File: config.mk
export PLATFORM = sky130hd
export DESIGN_NAME = dbus_arbiter_flat
export DESIGN_NICKNAME = d
export VERILOG_FILES = /design/src/rtl/dbus_arbiter_pkg.sv /design/src/rtl/dbus_arbiter_if.sv /design/src/rtl/dbus_arb_pick.sv /design/src/rtl/dbus_arbiter.sv /design/src/flat_wrapper.sv
export SDC_FILE = /design/constraint.sdc
export NUM_CORES = 1
export LEC_CHECK = 0
export CAP_MARGIN = 25
export CORE_AREA = 4 4 242 244
export DETAILED_ROUTE_END_ITERATION = 10
export DIE_AREA = 0 0 246 248
export GPL_TIMING_DRIVEN = 0
export PLACE_DENSITY = 0.44
export SYNTH_ARGS = -nofsm -noshare
export SYNTH_HDL_FRONTEND = slang
export SYNTH_SLANG_ARGS = --single-unit
export TNS_END_PERCENT = 30
File: constraint.sdc
create_clock -name clk -period 2.03 [get_ports clk]
set_clock_uncertainty 0.05 [all_clocks]
set_input_delay 0.3045 -clock clk [delete_from_list [all_inputs] [get_ports clk]]
set_output_delay 0.3045 -clock clk [all_outputs]
set_load 0.05 [all_outputs]
File: src/rtl/dbus_arbiter_pkg.sv
// Shared types for the data-bus arbiter: bus request/response structs and arbiter enums.
// Latency: n/a (types only).
// Backpressure: n/a (types only).
package dbus_arbiter_pkg;

  localparam int DBUS_AW = 64;
  localparam int DBUS_DW = 64;
  localparam int DBUS_SW = DBUS_DW / 8;

  // One data-bus request; size is log2 of the access width in bytes.
  typedef struct packed {
    logic               valid;
    logic [DBUS_AW-1:0] addr;
    logic [2:0]         size;
    logic [DBUS_SW-1:0] strobe;
    logic [DBUS_DW-1:0] data;
  } dbus_req_t;

  // Memory response; addr_ok is informational, data_ok completes the access.
  typedef struct packed {
    logic               addr_ok;
    logic               data_ok;
    logic [DBUS_DW-1:0] data;
  } dbus_resp_t;

  typedef enum logic {ARB_IDLE, ARB_BUSY} arb_state_t;
  typedef enum logic {ARB_M0, ARB_M1} arb_id_t;

  // The requester that round-robin favours after `id` was served.
  function automatic arb_id_t arb_other(input arb_id_t id);
    return (id == ARB_M0) ? ARB_M1 : ARB_M0;
  endfunction

endpackage

File: src/rtl/dbus_arbiter_if.sv
// Bundles the two requester ports and the memory port of the data-bus arbiter.
// Latency: n/a (wiring only).
// Backpressure: n/a; the arbiter side drives responses and the memory request.
interface dbus_arbiter_if;
  import dbus_arbiter_pkg::*;

  dbus_req_t  m0_req;
  dbus_resp_t m0_resp;
  dbus_req_t  m1_req;
  dbus_resp_t m1_resp;
  dbus_req_t  dreq;
  dbus_resp_t dresp;

  // Arbiter view: consumes requests and the memory response.
  modport slave (
    input  m0_req,
    input  m1_req,
    input  dresp,
    output m0_resp,
    output m1_resp,
    output dreq
  );

  // Environment view: requesters plus memory model.
  modport master (
    output m0_req,
    output m1_req,
    output dresp,
    input  m0_resp,
    input  m1_resp,
    input  dreq
  );

endinterface

File: src/rtl/dbus_arb_pick.sv
// Combinational winner select between two data-bus requesters.
// Latency: purely combinational, 0 cycles.
// Backpressure: none; the caller decides when the pick is acted upon.
module dbus_arb_pick
  import dbus_arbiter_pkg::*;
#(
  parameter bit FIXED_PRIO = 1'b0
) (
  input  logic    v0,
  input  logic    v1,
  input  arb_id_t last_grant,
  output logic    any,
  output arb_id_t winner
);

  // Single requester wins outright; on a tie m0 wins under fixed priority,
  // otherwise the one not served last.
  always_comb begin
    any    = v0 | v1;
    winner = ARB_M0;
    if (v0 && v1) begin
      winner = FIXED_PRIO ? ARB_M0 : arb_other(last_grant);
    end else if (v1) begin
      winner = ARB_M1;
    end
  end

endmodule

File: src/rtl/dbus_arbiter.sv
// Two-requester data-bus arbiter: grants one master, latches its request, routes the response back.
// Latency: requester valid to dreq.valid is 1 cycle; response passes through combinationally.
// Backpressure: ungranted requester waits with valid held; one IDLE cycle between transactions.
module dbus_arbiter
  import dbus_arbiter_pkg::*;
#(
  parameter bit FIXED_PRIO = 1'b0,
  parameter int TIMEOUT    = 1024
) (
  input  logic          clk,
  input  logic          resetn,
  dbus_arbiter_if.slave bus,
  output logic          busy,
  output logic          timeout_err
);

  // Counter wide enough to hold TIMEOUT itself (saturation value).
  localparam int CW = (TIMEOUT > 0) ? $clog2(TIMEOUT + 1) : 1;
  localparam logic [CW-1:0] WD_MAX  = CW'(TIMEOUT);
  localparam logic [CW-1:0] WD_LAST = (TIMEOUT > 0) ? CW'(TIMEOUT - 1) : '0;

  arb_state_t    state;
  arb_id_t       gnt_q;
  arb_id_t       last_grant;
  dbus_req_t     req_q;
  logic [CW-1:0] wd_cnt;

  logic          pick_any;
  arb_id_t       pick_winner;
  logic          wd_expire;

  dbus_req_t     dreq_o;
  dbus_resp_t    m0_resp_o;
  dbus_resp_t    m1_resp_o;

  dbus_arb_pick #(
    .FIXED_PRIO (FIXED_PRIO)
  ) u_pick (
    .v0         (bus.m0_req.valid),
    .v1         (bus.m1_req.valid),
    .last_grant (last_grant),
    .any        (pick_any),
    .winner     (pick_winner)
  );

  // Watchdog fires on the last allowed BUSY cycle unless memory completes in it.
  always_comb begin
    wd_expire = 1'b0;
    if (TIMEOUT > 0) begin
      wd_expire = (wd_cnt == WD_LAST) && !bus.dresp.data_ok;
    end
  end

  // Arbiter FSM: grant and latch in IDLE, complete or abandon in BUSY.
  always_ff @(posedge clk or negedge resetn) begin
    if (!resetn) begin
      state       <= ARB_IDLE;
      gnt_q       <= ARB_M0;
      last_grant  <= ARB_M1;
      req_q       <= '0;
      wd_cnt      <= '0;
      timeout_err <= 1'b0;
    end else begin
      case (state)
        ARB_IDLE: begin
          if (pick_any) begin
            req_q      <= (pick_winner == ARB_M0) ? bus.m0_req : bus.m1_req;
            gnt_q      <= pick_winner;
            last_grant <= pick_winner;
            wd_cnt     <= '0;
            state      <= ARB_BUSY;
          end
        end
        ARB_BUSY: begin
          if (bus.dresp.data_ok) begin
            // Completion beats a coincident watchdog expiry.
            state <= ARB_IDLE;
          end else if (wd_expire) begin
            // Abandon the access; the requester never sees data_ok for it.
            timeout_err <= 1'b1;
            state       <= ARB_IDLE;
          end else if ((TIMEOUT > 0) && (wd_cnt != WD_MAX)) begin
            wd_cnt <= wd_cnt + CW'(1);
          end
        end
        default: state <= ARB_IDLE;
      endcase
    end
  end

  // Outputs decode from registered state so reset clears them without a clock.
  always_comb begin
    dreq_o    = '0;
    m0_resp_o = '0;
    m1_resp_o = '0;
    if (state == ARB_BUSY) begin
      dreq_o       = req_q;
      dreq_o.valid = 1'b1;
      if (gnt_q == ARB_M0) begin
        m0_resp_o = bus.dresp;
      end else begin
        m1_resp_o = bus.dresp;
      end
    end
  end

  assign bus.dreq    = dreq_o;
  assign bus.m0_resp = m0_resp_o;
  assign bus.m1_resp = m1_resp_o;
  assign busy        = (state == ARB_BUSY);

endmodule

File: src/flat_wrapper.sv
// flat-port wrapper written by rule: the top's interface ports become plain ports
module dbus_arbiter_flat import dbus_arbiter_pkg::*;
#(
  parameter bit FIXED_PRIO = 1'b0,
  parameter int TIMEOUT    = 1024
)
  (clk, resetn, busy, timeout_err, bus_m0_req, bus_m1_req, bus_dresp, bus_m0_resp, bus_m1_resp, bus_dreq);
  dbus_arbiter_if bus_i ();
  input  logic clk;
  input  logic resetn;
  output logic busy;
  output logic timeout_err;
  input wire logic [$bits(bus_i.m0_req)-1:0] bus_m0_req;
  input wire logic [$bits(bus_i.m1_req)-1:0] bus_m1_req;
  input wire logic [$bits(bus_i.dresp)-1:0] bus_dresp;
  output wire logic [$bits(bus_i.m0_resp)-1:0] bus_m0_resp;
  output wire logic [$bits(bus_i.m1_resp)-1:0] bus_m1_resp;
  output wire logic [$bits(bus_i.dreq)-1:0] bus_dreq;
  assign bus_i.m0_req = bus_m0_req;
  assign bus_i.m1_req = bus_m1_req;
  assign bus_i.dresp = bus_dresp;
  assign bus_m0_resp = bus_i.m0_resp;
  assign bus_m1_resp = bus_i.m1_resp;
  assign bus_dreq = bus_i.dreq;
  dbus_arbiter #(.FIXED_PRIO(FIXED_PRIO), .TIMEOUT(TIMEOUT)) u_core (.clk(clk), .resetn(resetn), .bus(bus_i), .busy(busy), .timeout_err(timeout_err));
endmodule
==> flow_metrics.env <==
export IMPL_synth_area_sq_mm=0.009049
export IMPL_tightest_slew_ns=0.7052
export IMPL_synth_seq_cells=154
export IMPL_clock_root_buffer="clkbuf_16"
export IMPL_core_sq_mm=0.05628
export IMPL_synthCells=1003
export IMPL_gr_usage_met1_pct=16.65
export IMPL_pre_cts_slack_ns=-1.593
export IMPL_async_flop_share_pct=100.0
export IMPL_hp_class="in2async"
export IMPL_cts_num_sinks=154
export IMPL_use_met3_pct=5.737
export IMPL_dr_pass1_iters=4
export IMPL_netlist_area_leader_share_pct=42.31
export IMPL_worst_path_most_repeated_cell="buf_8"
export IMPL_wl_per_cell_um=22.20
export IMPL_synth_adder_area_share_pct=0.2765
export IMPL_synth_edf_count=0
export IMPL_cp_end_kind="output pin"
export IMPL_yosys_area_top_type="dfrtp_1"
export IMPL_use_met2_pct=30.95
export IMPL_io_pins=622
export IMPL_drc=0
export IMPL_peakVddDrop_mv=0.5353
export IMPL_hpwl_um=44090
export IMPL_synth_top_family_by_area="simple AND/OR/NAND/NOR gates"
export IMPL_setup_viol=263
export IMPL_rows=87
export IMPL_relSlewSlack_pct=52.99
export IMPL_cp_arrival_ns=1.85
export IMPL_synth_compound_area_share_pct=9.610
export IMPL_nets=2017
export IMPL_syn_nets=1353
export IMPL_timing_critical_path_buf_inv=5
export IMPL_regArea_sq_mm=0.003857
export IMPL_overflow=0
export IMPL_ys_types=41
export IMPL_grt_busiest_layer="met2"
export IMPL_drive_gt1_share_pct=31.41
export IMPL_p_leak_uw=0.008477
export IMPL_r2r_start="u_core.last_grant"
export IMPL_period_minus_slack_ns=2.204
export IMPL_synth_simple_gate_area_share_pct=27.05
export IMPL_multiInputGateArea_sq_mm=0.005129
export IMPL_worstSkewPairLatency_ns=0.45
export IMPL_fmax_mhz=453.7
export IMPL_cp_slowest_cell="dfrtp_2"
export IMPL_crit_fanout=10
export IMPL_synth_mux_area_share_pct=16.05
export IMPL_viasPerCell=4.051
export IMPL_fin_cells=2436
export IMPL_grt_pass1_wl_um=75150
export IMPL_ys_seq_area_share_pct=42.60
export IMPL_rsz0062_at_grt="true"
export IMPL_cts_path_max_buffers=2
export IMPL_crit_start="u_core.busy"
export IMPL_cts_buffers=17
export IMPL_grt_pass1_vias=10626
export IMPL_finalWorstSetupSlack_ns=-0.1743
export IMPL_synth_avg_cell_area_sq_um=9.022
export IMPL_postRouteAntennaNets=0
export IMPL_die_area_sq_mm=0.06101
export IMPL_synthFlopType="dfrtp_1"
export IMPL_fin_util_pct=32.32
export IMPL_dieHeight_um=248
export IMPL_failed_checks="negative setup slack"
export IMPL_gp_congestion=0.8870
export IMPL_area_growth_pct=101.0
export IMPL_synth_area_leaders="dfrtp_1 (42%), mux2i_1 (16%), and2_1 (14%)"
export IMPL_critical_path_class="reg2out"
export IMPL_p_per_area_mw_per_mm2=1290
export IMPL_port_buffers=621
export IMPL_die_w_um=246
export IMPL_place_inst=2384
export IMPL_track_usage_pct=17.05
export IMPL_critPathTopFamily="buffers and inverters"
export IMPL_fillers=5967
export IMPL_cp_required_ns=1.68
export IMPL_synthXorXnorAreaFrac_pct=0
export IMPL_drt_iter0_drc=331
export IMPL_antenna_found_initial=4
export IMPL_clkTransAtPathRegs_ns=0.07
export IMPL_cts_tree="done"
export IMPL_num_vias=9869
export IMPL_start_kind="flop"
export IMPL_start_util_pct=16.08
export IMPL_yosysMostFrequentCell="and2_1"
export IMPL_finalWirelength_um=54070
export IMPL_ys_warn_count=0
export IMPL_maxCapViolations=0
export IMPL_slew_viol_final=0
export IMPL_path_cells="buf_12 -> inv_12 -> nor2_4 -> buf_8 -> buf_6 -> and2_2 -> buf_8"
export IMPL_cts_htree_levels=4
export IMPL_grt_start_max_net_pins=79
export IMPL_status="finished, violations left"
export IMPL_critPathMaxStageDelay_ns=0.39
export IMPL_post_route_period_util_pct=108.6
export IMPL_synth_commonest_cells="and2_1 (205), dfrtp_1 (153), nand2_1 (147)"
export IMPL_hold_violations=0
-- state kept, by name (all words and copies together) (netlist names) --
signal,count
u_core.gnt_q,1
u_core.busy,1
u_core.req_q,139
u_core.last_grant,1
u_core.timeout_err,1
u_core.wd_cnt,11
-- metal layers --
| metal | share of wire, % | routed length (um) |
|---|---|---|
| met5 | 0.037 | 20 |
| met4 | 6.8 | 3655 |
| met3 | 8.2 | 4423 |
| met2 | 52 | 27890 |
| met1 | 33 | 18080 |
-- worst paths after layout --
kind                            depth (start not counted)  slack [ns]          endpoint
worst max register to register                          7       -0.07   u_core.req_q[6]
min in group clk                                        2        0.43  u_core.req_q[66]
worst max-delay path                                    7       -0.17   bus_m0_resp[42]
max in group asynchronous                               3        0.73  u_core.req_q[28]
worst min register to register                          2        0.43  u_core.req_q[66]
worst min-delay path                                    2        0.34  u_core.req_q[90]
-- cells by family after synthesis --
group,Yosys count
adder cells (fa/ha/maj),2
flip-flops,154
AO/OA/AOI/OAI,158
multiplexers,145
AND/OR/NAND/NOR,449
buffers and inverters,95
-- cell type report --
class	instances	share of cell area [%]
tap	756	5.201
sequential	154	21.21
antenna	2	0.02752
multi-input combinational	754	28.20
inverter	7	0.2133
buffer	88	4.203
timing repair buffer	645	37.72
clock inverter	12	0.8118
clock buffer	18	2.415
-- placed cells by master, fill, tap and decap left out, types with 7 or more instances in the layout --
| cell type | instances |
|---|---|
| clkbuf_16 | 25 |
| clkbuf_1 | 15 |
| clkbuf_4 | 7 |
| buf_4 | 30 |
| nand3_1 | 7 |
| buf_6 | 176 |
| and2_1 | 130 |
| nand2_1 | 146 |
| clkdlybuf4s50_1 | 348 |
| and3_2 | 8 |
| clkbuf_8 | 7 |
| and2_2 | 39 |
| buf_8 | 40 |
| and3_4 | 31 |
| nor2_1 | 7 |
| o21ai_1 | 142 |
| buf_12 | 24 |
| clkbuf_2 | 7 |
| and2_4 | 37 |
| and3_1 | 27 |
| mux2i_1 | 141 |
| dfrtp_1 | 151 |
| clkdlybuf4s15_2 | 7 |
| buf_2 | 59 |
-- power by group --
group          switching [uW]  internal (uW)
clock                    1410           1950
sequential                624           4240
combinational            9370           5880
-- timing repair --
action,4_1_cts,5_1_grt
hold endpoints to repair,75,0
cloned,6,2
gates resized for setup,1799,337
setup endpoints to repair,426,408
hold buffers,1,0
buffers inserted,5,6
-- per-stage QoR --
stage | instance area, sq um | hold WS [ns] | total power [uW] | setup TNS (ns)
after detailed placement | 16380 | 0.2904 | 18640 | -431.16
final | 18190 | 0.3436 | 23470 | -22.66
after global placement | 16300 | 0.4097 | 18550 | -1472.22
after global routing | 18180 | 0.3989 | 24750 | -52.52
after floorplan | 9141 | -0.04109 | 13110 | -2.476
after CTS | 17440 | 0.3714 | 22830 | -58.15
Note: power is estimated with default switching activity, not from simulation.
